$ cat src/rtl/mem_arbiter.sv
// mem_arbiter: shares one single-ported, multi-cycle memory between the
// instruction-fetch requester and the data (load/store/dump) requester.
// Data has priority, a starvation counter guarantees fetch progress, and
// misalignment, timeout and spurious mem_done are reported on err.
module mem_arbiter #(
  parameter int unsigned ADDR_W     = 16,
  parameter int unsigned DATA_W     = 16,
  parameter int unsigned STARVE_MAX = 4,
  parameter int unsigned TIMEOUT    = 64
) (
  input  logic              clk,
  input  logic              rst_n,
  // instruction fetch requester
  input  logic              if_req,
  input  logic [ADDR_W-1:0] if_addr,
  output logic [DATA_W-1:0] if_rdata,
  output logic              if_done,
  output logic              if_stall,
  // data requester
  input  logic              dm_req,
  input  logic              dm_wr,
  input  logic              dm_dump,
  input  logic [ADDR_W-1:0] dm_addr,
  input  logic [DATA_W-1:0] dm_wdata,
  output logic [DATA_W-1:0] dm_rdata,
  output logic              dm_done,
  output logic              dm_stall,
  // memory side
  output logic              mem_en,
  output logic              mem_wr,
  output logic              mem_dump,
  output logic [ADDR_W-1:0] mem_addr,
  output logic [DATA_W-1:0] mem_wdata,
  input  logic              mem_stall,
  input  logic              mem_done,
  input  logic [DATA_W-1:0] mem_rdata,
  output logic              err
);

  localparam int unsigned SW = $clog2(STARVE_MAX + 1);
  localparam int unsigned TW = $clog2(TIMEOUT + 1);

  typedef enum logic [1:0] {
    IDLE,
    BUSY_I,
    BUSY_D
  } state_t;

  state_t            state_q;
  logic [SW-1:0]     starve_q;
  logic [TW-1:0]     tmo_q;
  logic              mem_en_q;
  logic              mem_wr_q;
  logic              mem_dump_q;
  logic [ADDR_W-1:0] mem_addr_q;
  logic [DATA_W-1:0] mem_wdata_q;
  logic [DATA_W-1:0] if_rdata_q;
  logic [DATA_W-1:0] dm_rdata_q;
  logic              if_done_q;
  logic              dm_done_q;
  logic              err_q;

  logic              if_elig;
  logic              dm_elig;
  logic              can_grant_d;
  logic              gnt_i_d;
  logic              gnt_d_d;
  logic [ADDR_W-1:0] gnt_addr_d;
  logic              misalign_d;

  // Grant selection while IDLE: data first unless fetch has waited STARVE_MAX data grants
  always_comb begin
    if_elig     = if_req & ~if_done_q;
    dm_elig     = dm_req & ~dm_done_q;
    // Grants also pause while a done pulse is out, so a requester that keeps
    // req high after its done competes with the other one on equal terms.
    can_grant_d = (state_q == IDLE) & ~mem_stall & ~mem_done & ~if_done_q & ~dm_done_q;
    gnt_d_d     = can_grant_d & dm_elig & (~if_elig | (starve_q != SW'(STARVE_MAX)));
    gnt_i_d     = can_grant_d & if_elig & ~gnt_d_d;
    gnt_addr_d  = gnt_d_d ? dm_addr : if_addr;
    misalign_d  = gnt_addr_d[0];
  end

  // Arbiter FSM with registered memory strobes, done pulses, read data and err
  always_ff @(posedge clk or negedge rst_n) begin
    if (!rst_n) begin
      state_q     <= IDLE;
      starve_q    <= '0;
      tmo_q       <= '0;
      mem_en_q    <= 1'b0;
      mem_wr_q    <= 1'b0;
      mem_dump_q  <= 1'b0;
      mem_addr_q  <= '0;
      mem_wdata_q <= '0;
      if_rdata_q  <= '0;
      dm_rdata_q  <= '0;
      if_done_q   <= 1'b0;
      dm_done_q   <= 1'b0;
      err_q       <= 1'b0;
    end else begin
      mem_en_q  <= 1'b0;
      if_done_q <= 1'b0;
      dm_done_q <= 1'b0;
      err_q     <= 1'b0;

      if (gnt_i_d) begin
        starve_q <= '0;
      end else if (gnt_d_d && if_elig && (starve_q != SW'(STARVE_MAX))) begin
        starve_q <= starve_q + 1'b1;
      end

      case (state_q)
        IDLE: begin
          tmo_q <= '0;
          if (mem_done) begin
            // nothing outstanding: spurious completion, data dropped
            err_q <= 1'b1;
          end else if (gnt_i_d || gnt_d_d) begin
            if (misalign_d) begin
              err_q     <= 1'b1;
              if_done_q <= gnt_i_d;
              dm_done_q <= gnt_d_d;
            end else begin
              mem_en_q   <= 1'b1;
              mem_addr_q <= gnt_addr_d;
              mem_wr_q   <= gnt_d_d & dm_wr;
              mem_dump_q <= gnt_d_d & dm_dump;
              if (gnt_d_d) begin
                mem_wdata_q <= dm_wdata;
              end
              state_q <= gnt_d_d ? BUSY_D : BUSY_I;
            end
          end
        end

        BUSY_I, BUSY_D: begin
          if (mem_done) begin
            if (state_q == BUSY_I) begin
              if_rdata_q <= mem_rdata;
              if_done_q  <= 1'b1;
            end else begin
              if (!mem_wr_q && !mem_dump_q) begin
                dm_rdata_q <= mem_rdata;
              end
              dm_done_q <= 1'b1;
            end
            state_q <= IDLE;
            tmo_q   <= '0;
          end else if (tmo_q == TW'(TIMEOUT - 1)) begin
            err_q     <= 1'b1;
            if_done_q <= (state_q == BUSY_I);
            dm_done_q <= (state_q == BUSY_D);
            state_q   <= IDLE;
            tmo_q     <= '0;
          end else begin
            tmo_q <= tmo_q + 1'b1;
          end
        end

        default: begin
          state_q <= IDLE;
        end
      endcase
    end
  end

  assign mem_en    = mem_en_q;
  assign mem_wr    = mem_wr_q;
  assign mem_dump  = mem_dump_q;
  assign mem_addr  = mem_addr_q;
  assign mem_wdata = mem_wdata_q;
  assign if_rdata  = if_rdata_q;
  assign if_done   = if_done_q;
  assign dm_rdata  = dm_rdata_q;
  assign dm_done   = dm_done_q;
  assign err       = err_q;

  // Stalls are gated by rst_n so every output reads 0 while reset is held.
  assign if_stall = rst_n & if_req & ~if_done_q;
  assign dm_stall = rst_n & dm_req & ~dm_done_q;

endmodule
$ cat config.mk
export PLATFORM = sky130hd
export DESIGN_NAME = mem_arbiter
export DESIGN_NICKNAME = d
export VERILOG_FILES = /design/src/rtl/mem_arbiter.sv
export SDC_FILE = /design/constraint.sdc
export NUM_CORES = 1
export LEC_CHECK = 0
export ABC_AREA = 1
export CELL_PAD_IN_SITES_DETAIL_PLACEMENT = 2
export CELL_PAD_IN_SITES_GLOBAL_PLACEMENT = 2
export CORE_ASPECT_RATIO = 1.75
export CORE_UTILIZATION = 22
export CTS_CLUSTER_SIZE = 8
export DETAILED_ROUTE_END_ITERATION = 10
export GPL_TIMING_DRIVEN = 0
export PLACE_DENSITY = 0.77
export SYNTH_ARGS = -nofsm -noshare
export SYNTH_HDL_FRONTEND = slang
export SYNTH_SLANG_ARGS = --single-unit
$ cat constraint.sdc
create_clock -name clk -period 1.56 [get_ports clk]
set_input_delay 0.312 -clock clk [delete_from_list [all_inputs] [get_ports clk]]
set_output_delay 0.312 -clock clk [all_outputs]
set_load 0.005 [all_outputs]
==> out/qor.yml, run 1 <==
status:
  status: "finished, violations left"
  violations: "hold timing, setup timing"
synth:
  synth_top_cell_by_area: "dfrtp_1"
  synth-adder-area-share_pct: 2.42
  synth_cell_types: 33
  synth.mux.area_fraction_pct: 0
  synth_top_area_share_pct: 56.1
  synth_area_sq_um: 3610
  ys_top_cells_by_area: "dfrtp_1, nand2_1, o21ai_0"
  yosys_warnings: 0
  synth-xor-area-share_pct: 0.969
  synth-simple-area-share_pct: 27.0
  synthArstFlopShare_pct: 100
  yosysMostFrequentCell: "nand2_1"
  synth_edf_count: 0
  ys_seq_area_share_pct: 56.1
  postSynthAreaPerCell_sq_um: 8.43
  syn_nets: 508
  synth_top_family_by_area: "simple AND/OR/NAND/NOR gates"
  synth_common_cells: "nand2_1, dfrtp_1, o21ai_0, inv_1, nor2_1"
  synth_ff_type: "dfrtp_1"
  synth_compound_area_share_pct: 6.61
  synthCells: 429
  ys_seq_elements: 81
critical_path:
  cpPeakStageDelay_ns: 0.45
  critical_path_class: "reg -> reg"
  worst_path_max_delay_cell: "dfrtp_2"
  end_kind: "flip-flop"
  cp_max_fo: 5
  arrival_ns: 2.12
  crit_path_start_kind: "flip-flop"
  path_common_cell: "nand2_4"
  worstPathRequired_ns: 1.84
  worstPathCellList: "inv_2 > ha_4 > nand2_4 > nor2_4 > nand3_4 > buf_8 > nand2_4 > nand2_4 > nand2_8 > buf_12 > clkbuf_16 > nand2_1 > nand2_1"
timing:
  rsz0062_at_grt: "true"
  max_clock_freq_mhz: 541
  drv_slew: 0
  timing.hold.ws_ns: -0.00970
  fin_ws_ns: -0.287
  setup-violations-final: 55
  hold_viol: 20
  min_period_ns: 1.85
  fin_skew_ns: 0.0126
  post-route-period-util_pct: 118
routing:
  ant_nets: 0
  routed_wl_um: 14800
  vias: 3649
  wl_per_cell_um: 18.1
  avgViaCountPerCell: 4.47
  dr.pass1.iters: 4
  drt_iter0_drc: 44
  drc: 0
pwr:
  p_leak_nw: 3.47
  power_density_nw_per_um2: 1640
  total_power_mw: 10.8
  peakVddDrop_v: 0.000647
job:
  max_cap_viol_count: 0
clock_network:
  clock-sinks: 81
  clk_pin_slew_ns: 0.07
  cts_inserted_buffers: 9
  cts.root.buffer_cell: "clkbuf_16"
  clock_path_buffers: 2
  cts_tree: "done"
  htreeDepth: 3
  clk_latency_ns: 0.34
placement:
  globalplace.congestion: 0.747
  dp_hpwl_um: 9920
  io_buffers: 142
  dp.cells: 761
cells_and_area:
  nets: 701
  fin_cells: 816
  drive_gt1_share_pct: 25.4
  antennaDiodeCount: 0
  area_delta_synth_final_pct: 81.3
global_routing:
  antenna_found_initial: 0
  grt-ovfl-total: 0
  grt_pass1_vias: 3965
  grt_pass1_wl_um: 21500
  grtUsageTotal_pct: 16.7
  grt_max_degree: 56
die:
  rows: 61
  fp.dieH_um: 172
  num_io_pins: 144
  initial_core_util_pct: 22.7
  coreArea_sq_um: 16000
  die_w_um: 98.9
  fp.dieArea_sq_um: 17000
worst_hold_path:
  min_path_type: "in -> async"
stage by stage:
| step | hold slack (ns) | TNS [ns] | utilization [%] | cell area, sq um | worst slack [ns] |
|---|---|---|---|---|---|
| final | -0.00970 | -8.24 | 41.1 | 6550 | -0.287 |
| after global routing | 0.0121 | -12.63 | 41.1 | 6550 | -0.361 |
| after CTS | 0.00680 | -8.13 | 37.2 | 5940 | -0.239 |
| after detailed placement | 0.277 | -34.37 | 33.4 | 5330 | -0.600 |
| after global placement | 0.463 | -277.40 | 33.2 | 5300 | -3.25 |
| after floorplan | 0.0164 | -0.586 | - | 3640 | -0.0644 |
cells by family after synthesis:
group,Yosys count
AO/OA/AOI/OAI,46
other,1
adder cells (fa/ha/maj),7
XOR/XNOR,4
flip-flops,81
buffers and inverters,55
AND/OR/NAND/NOR,235
placed cells by master, fill, tap and decap left out, drive strengths merged:
cell type        n
a21oi            5
a21boi           1
dlymetal6s2s    27
xor2             2
xnor2            2
nand3b           1
clkinvlp         2
a31oi            1
conb             1
buf             50
clkinv           2
clkbuf          16
clkdlybuf4s15    1
o21ai           37
dfrtp           81
or3              1
dlygate4sd3      1
ha               7
dlygate4sd2     10
nand3           11
nand4            2
o21a             1
bufinv           1
o31ai            1
clkdlybuf4s50  103
nor2            14
nor3             1
nand2          205
inv             40
critical path, delay by kind of cell, from the launching register on:
family | cells | cell delay (ns)
DFF | 1 | 0.45
and+or+nand+nor | 8 | 0.69
adders and majority gates | 1 | 0.15
buffers and inverters | 4 | 0.51
power breakdown:
group / switching, mW / leakage, nW / internal [mW] / total [mW]
clock: 0.966 / 0.148 / 1.31 / 2.27
combinational: 2.24 / 2.29 / 2.68 / 4.92
sequential: 0.572 / 1.03 / 2.99 / 3.56
area by class of cell:
type | count | area, sq um
Fill cell | 1739 | 9400
Sequential cell | 81 | 2030
Timing Repair Buffer | 184 | 2000
Multi-Input combinational cell | 293 | 1620
Clock buffer | 10 | 239
Tap cell | 189 | 236
Buffer | 14 | 170
Inverter | 38 | 166
Clock inverter | 6 | 73.8
Timing Repair inverter | 1 | 11.3
path summary, 6_finish.rpt:
kind / end / cells past startpoint / slack (ns) / start
min in group clk: mem_addr[1] / 2 / 0.47 / mem_addr[1]
max in group asynchronous: state_q[0] / 3 / 0.82 / rst_n
worst min register to register: mem_addr[1] / 2 / 0.47 / mem_addr[1]
worst min-delay path: mem_addr[10] / 2 / -0.01 / rst_n
worst max-delay path: mem_addr[15] / 13 / -0.29 / state_q[0]
worst max register to register: mem_addr[15] / 13 / -0.29 / state_q[0]
sequential cells by signal, indices dropped and copies added (netlist names):
signal / cells
tmo_q: 7
mem_wdata: 16
mem_addr: 15
mem_en: 1
state_q: 2
dm_done: 1
if_done: 1
if_rdata: 16
dm_rdata: 16
err: 1
mem_wr: 1
starve_q: 3
mem_dump: 1
what timing repair did:
item / in CTS / in global routing
setup endpoints to repair: 87 / 91
buffers inserted: 18 / 16
gates resized for setup: 59 / 123
gates cloned: 1 / 5
hold buffers: 2 / 0
pin swaps: 9 / 17
hold endpoints to repair: 26 / 0
per-layer routing:
layer / vias to the layer above / track usage (%) / part of all wire [%]
li1: 1704 / - / -
met1: 1827 / 16.2 / 33
met2: 100 / 34.3 / 60
met3: 18 / 3.05 / 3.9
met4: 0 / 5.58 / 2.3
met5: - / 0 / 0
(Power assumes the default switching activity.)
==> inputs of run 2 (changes only) <==
Settings changed: REMOVE_ABC_BUFFERS from default to 1.
==> out/qor.yml, run 2 (synthesis gave the netlist of run 1 again) <==
clock_network:
  clk_pin_slew_ns: 0.07
  cts_tree: "done"
  clock-sinks: 81
  clk_latency_ns: 0.34
  htreeDepth: 3
  clock_path_buffers: 2
  cts.root.buffer_cell: "clkbuf_16"
  cts_inserted_buffers: 9
timing:
  timing.hold.ws_ns: 0.000135
  fin_ws_ns: -0.273
  post-route-period-util_pct: 118
  hold_viol: 0
  drv_slew: 0
  maxSlewHeadroom_pct: 61.3
  min_period_ns: 1.83
  worst_pin_slew_ns: 0.578
  fin_skew_ns: 0.00848
  max_clock_freq_mhz: 545
  setup-violations-final: 78
  rsz0062_at_grt: "true"
routing:
  routed_wl_um: 15600
  avgViaCountPerCell: 4.48
  dr.pass1.iters: 4
  ant_nets: 0
  drc: 0
  drt_iter0_drc: 76
  wl_per_cell_um: 19.2
  vias: 3634
pwr:
  power.switching_mw: 4.05
  power_density_nw_per_um2: 1660
  seq_power_share_pct: 32.9
  power.internal_mw: 6.86
  total_power_mw: 10.9
  p_comb_share_pct: 47.8
  switching_share_pct: 37.1
  p_leak_nw: 3.46
  power.clock.fraction_pct: 19.3
  peakVddDrop_v: 0.000609
cells_and_area:
  antennaDiodeCount: 0
  mostFrequentLayoutCell: "nand2_1"
  nets: 697
  drive_gt1_share_pct: 28.3
  layout_common_cells: "nand2_1, clkdlybuf4s50_1, dfrtp_1, nand2_2, dlymetal6s2s_1"
  fin_cells: 812
  area_delta_synth_final_pct: 82.1
global_routing:
  grt-ovfl-total: 0
  antenna_found_initial: 0
  grt_max_degree: 33
  grt_pass1_vias: 4160
  grt_pass1_wl_um: 23600
  grtUsageTotal_pct: 18.7
critical_path:
  worst_path_max_delay_cell: "dfrtp_1"
  worstPathRequired_ns: 1.78
  critical_path_class: "reg -> reg"
  setup.worst_path.start: "state_q[0]"
  path_common_cell: "nand2_4"
  r2r_end: "mem_addr[15]"
  arrival_ns: 2.05
  cp_top_family: "simple AND/OR/NAND/NOR gates"
  critPathBufInv: 3
  worstPathCellList: "inv_2 > ha_4 > nand2_4 > nor2_4 > nand3_4 > buf_6 > nand2_4 > nand2_4 > nand2_8 > inv_8 > nand2_1 > nand2_1"
  end_kind: "flip-flop"
  r2r_cells: 12
  crit-reg2reg-launch: "state_q[0]"
  r2r_slack_ns: -0.27
  cpPeakStageDelay_ns: 0.41
  cp_max_fo: 16
  crit_path_start_kind: "flip-flop"
status:
  violations: "setup timing"
  status: "finished, violations left"
placement:
  globalplace.congestion: 0.697
  dp_hpwl_um: 9530
  pre_cts_ws_ns: -1.58
  dp.cells: 744
  io_buffers: 142
die:
  fp.dieArea_sq_um: 17000
  rows: 61
  fp.dieH_um: 172
  num_io_pins: 144
  die_w_um: 98.9
  coreArea_sq_um: 16000
  initial_core_util_pct: 22.7
job:
  max_cap_viol_count: 0
worst_hold_path:
  min_path_type: "in -> async"
-- run 2: cell types whose count changed in the layout (fill, tap and decap cells not counted), sizes merged, moves of 5 or more --
| cell | before | now |
|---|---|---|
| clkbuf | 16 | 11 |
| buf | 50 | 44 |
| clkdlybuf4s50 | 103 | 88 |
| dlygate4sd2 | 10 | 21 |
-- run 2: per-layer routing --
metal	global-route usage, %	vias to the layer above	part of all wire [%]
li1	-	1706	-
met1	18.0	1836	34
met2	39.3	76	61
met3	3.05	16	3.1
met4	5.78	0	2.0
met5	0	-	0
-- run 2: repair_timing --
action                                  CTS  global route
endpoints found under the hold margin    51            21
gates resized for setup                 123            95
hold buffers                              4             1
cloned                                    9             1
buffers inserted                         22            16
endpoints found under the setup margin   92           133
pin swaps                                40            22
-- run 2: cell type report --
class,instances,area [sq um]
sequential,81,2030
multi-input combinational,297,1780
inverter,38,171
fill,1743,9370
timing repair buffer,189,2060
clock buffer,10,239
tap,189,236
clock inverter,6,50.0
timing repair inverter,2,15.0
-- run 2: metrics by stage --
| stage | TNS, ns | area, sq um | util (%) |
|---|---|---|---|
| floorplan | -15.64 | 3520 | - |
| global placement | -314.01 | 5170 | 32.4 |
| detailed placement | -71.00 | 5200 | 32.6 |
| CTS | -6.63 | 6170 | 38.7 |
| global route | -19.04 | 6580 | 41.3 |
| finish | -11.76 | 6580 | 41.3 |
-- run 2: power by group through the flow --
stage	logic, mW	registers [mW]	clock network, mW
floorplan	1.37	3.53	0
global placement	3.77	3.48	0
detailed placement	4.00	3.53	0
CTS	4.76	3.55	2.16
global route	5.65	3.69	2.24
finish	5.21	3.59	2.11
-- run 2: worst max path at each step --
stage / to / depth (start not counted)
6_report: mem_addr[15] / 12
5_1_grt: mem_addr[15] / 12
4_1_cts: mem_addr[9] / 11
3_5_place_dp: mem_addr[10] / 12
3_3_place_gp: dm_stall / 4
2_1_floorplan: mem_addr[10] / 12
-- run 2: worst register-to-register path, delay by kind of cell (launching register included) --
kind,cells,cell delay (ns)
adder cells (fa/ha/maj),1,0.15
flip-flops,1,0.41
buffers and inverters,3,0.33
AND/OR/NAND/NOR,8,0.80
==> inputs of run 3 (changes only) <==
Settings changed: SLEW_MARGIN from default to 5.
==> results of run 3 <==
No change in the layout: final DEF, timing and power equal those of run 2.
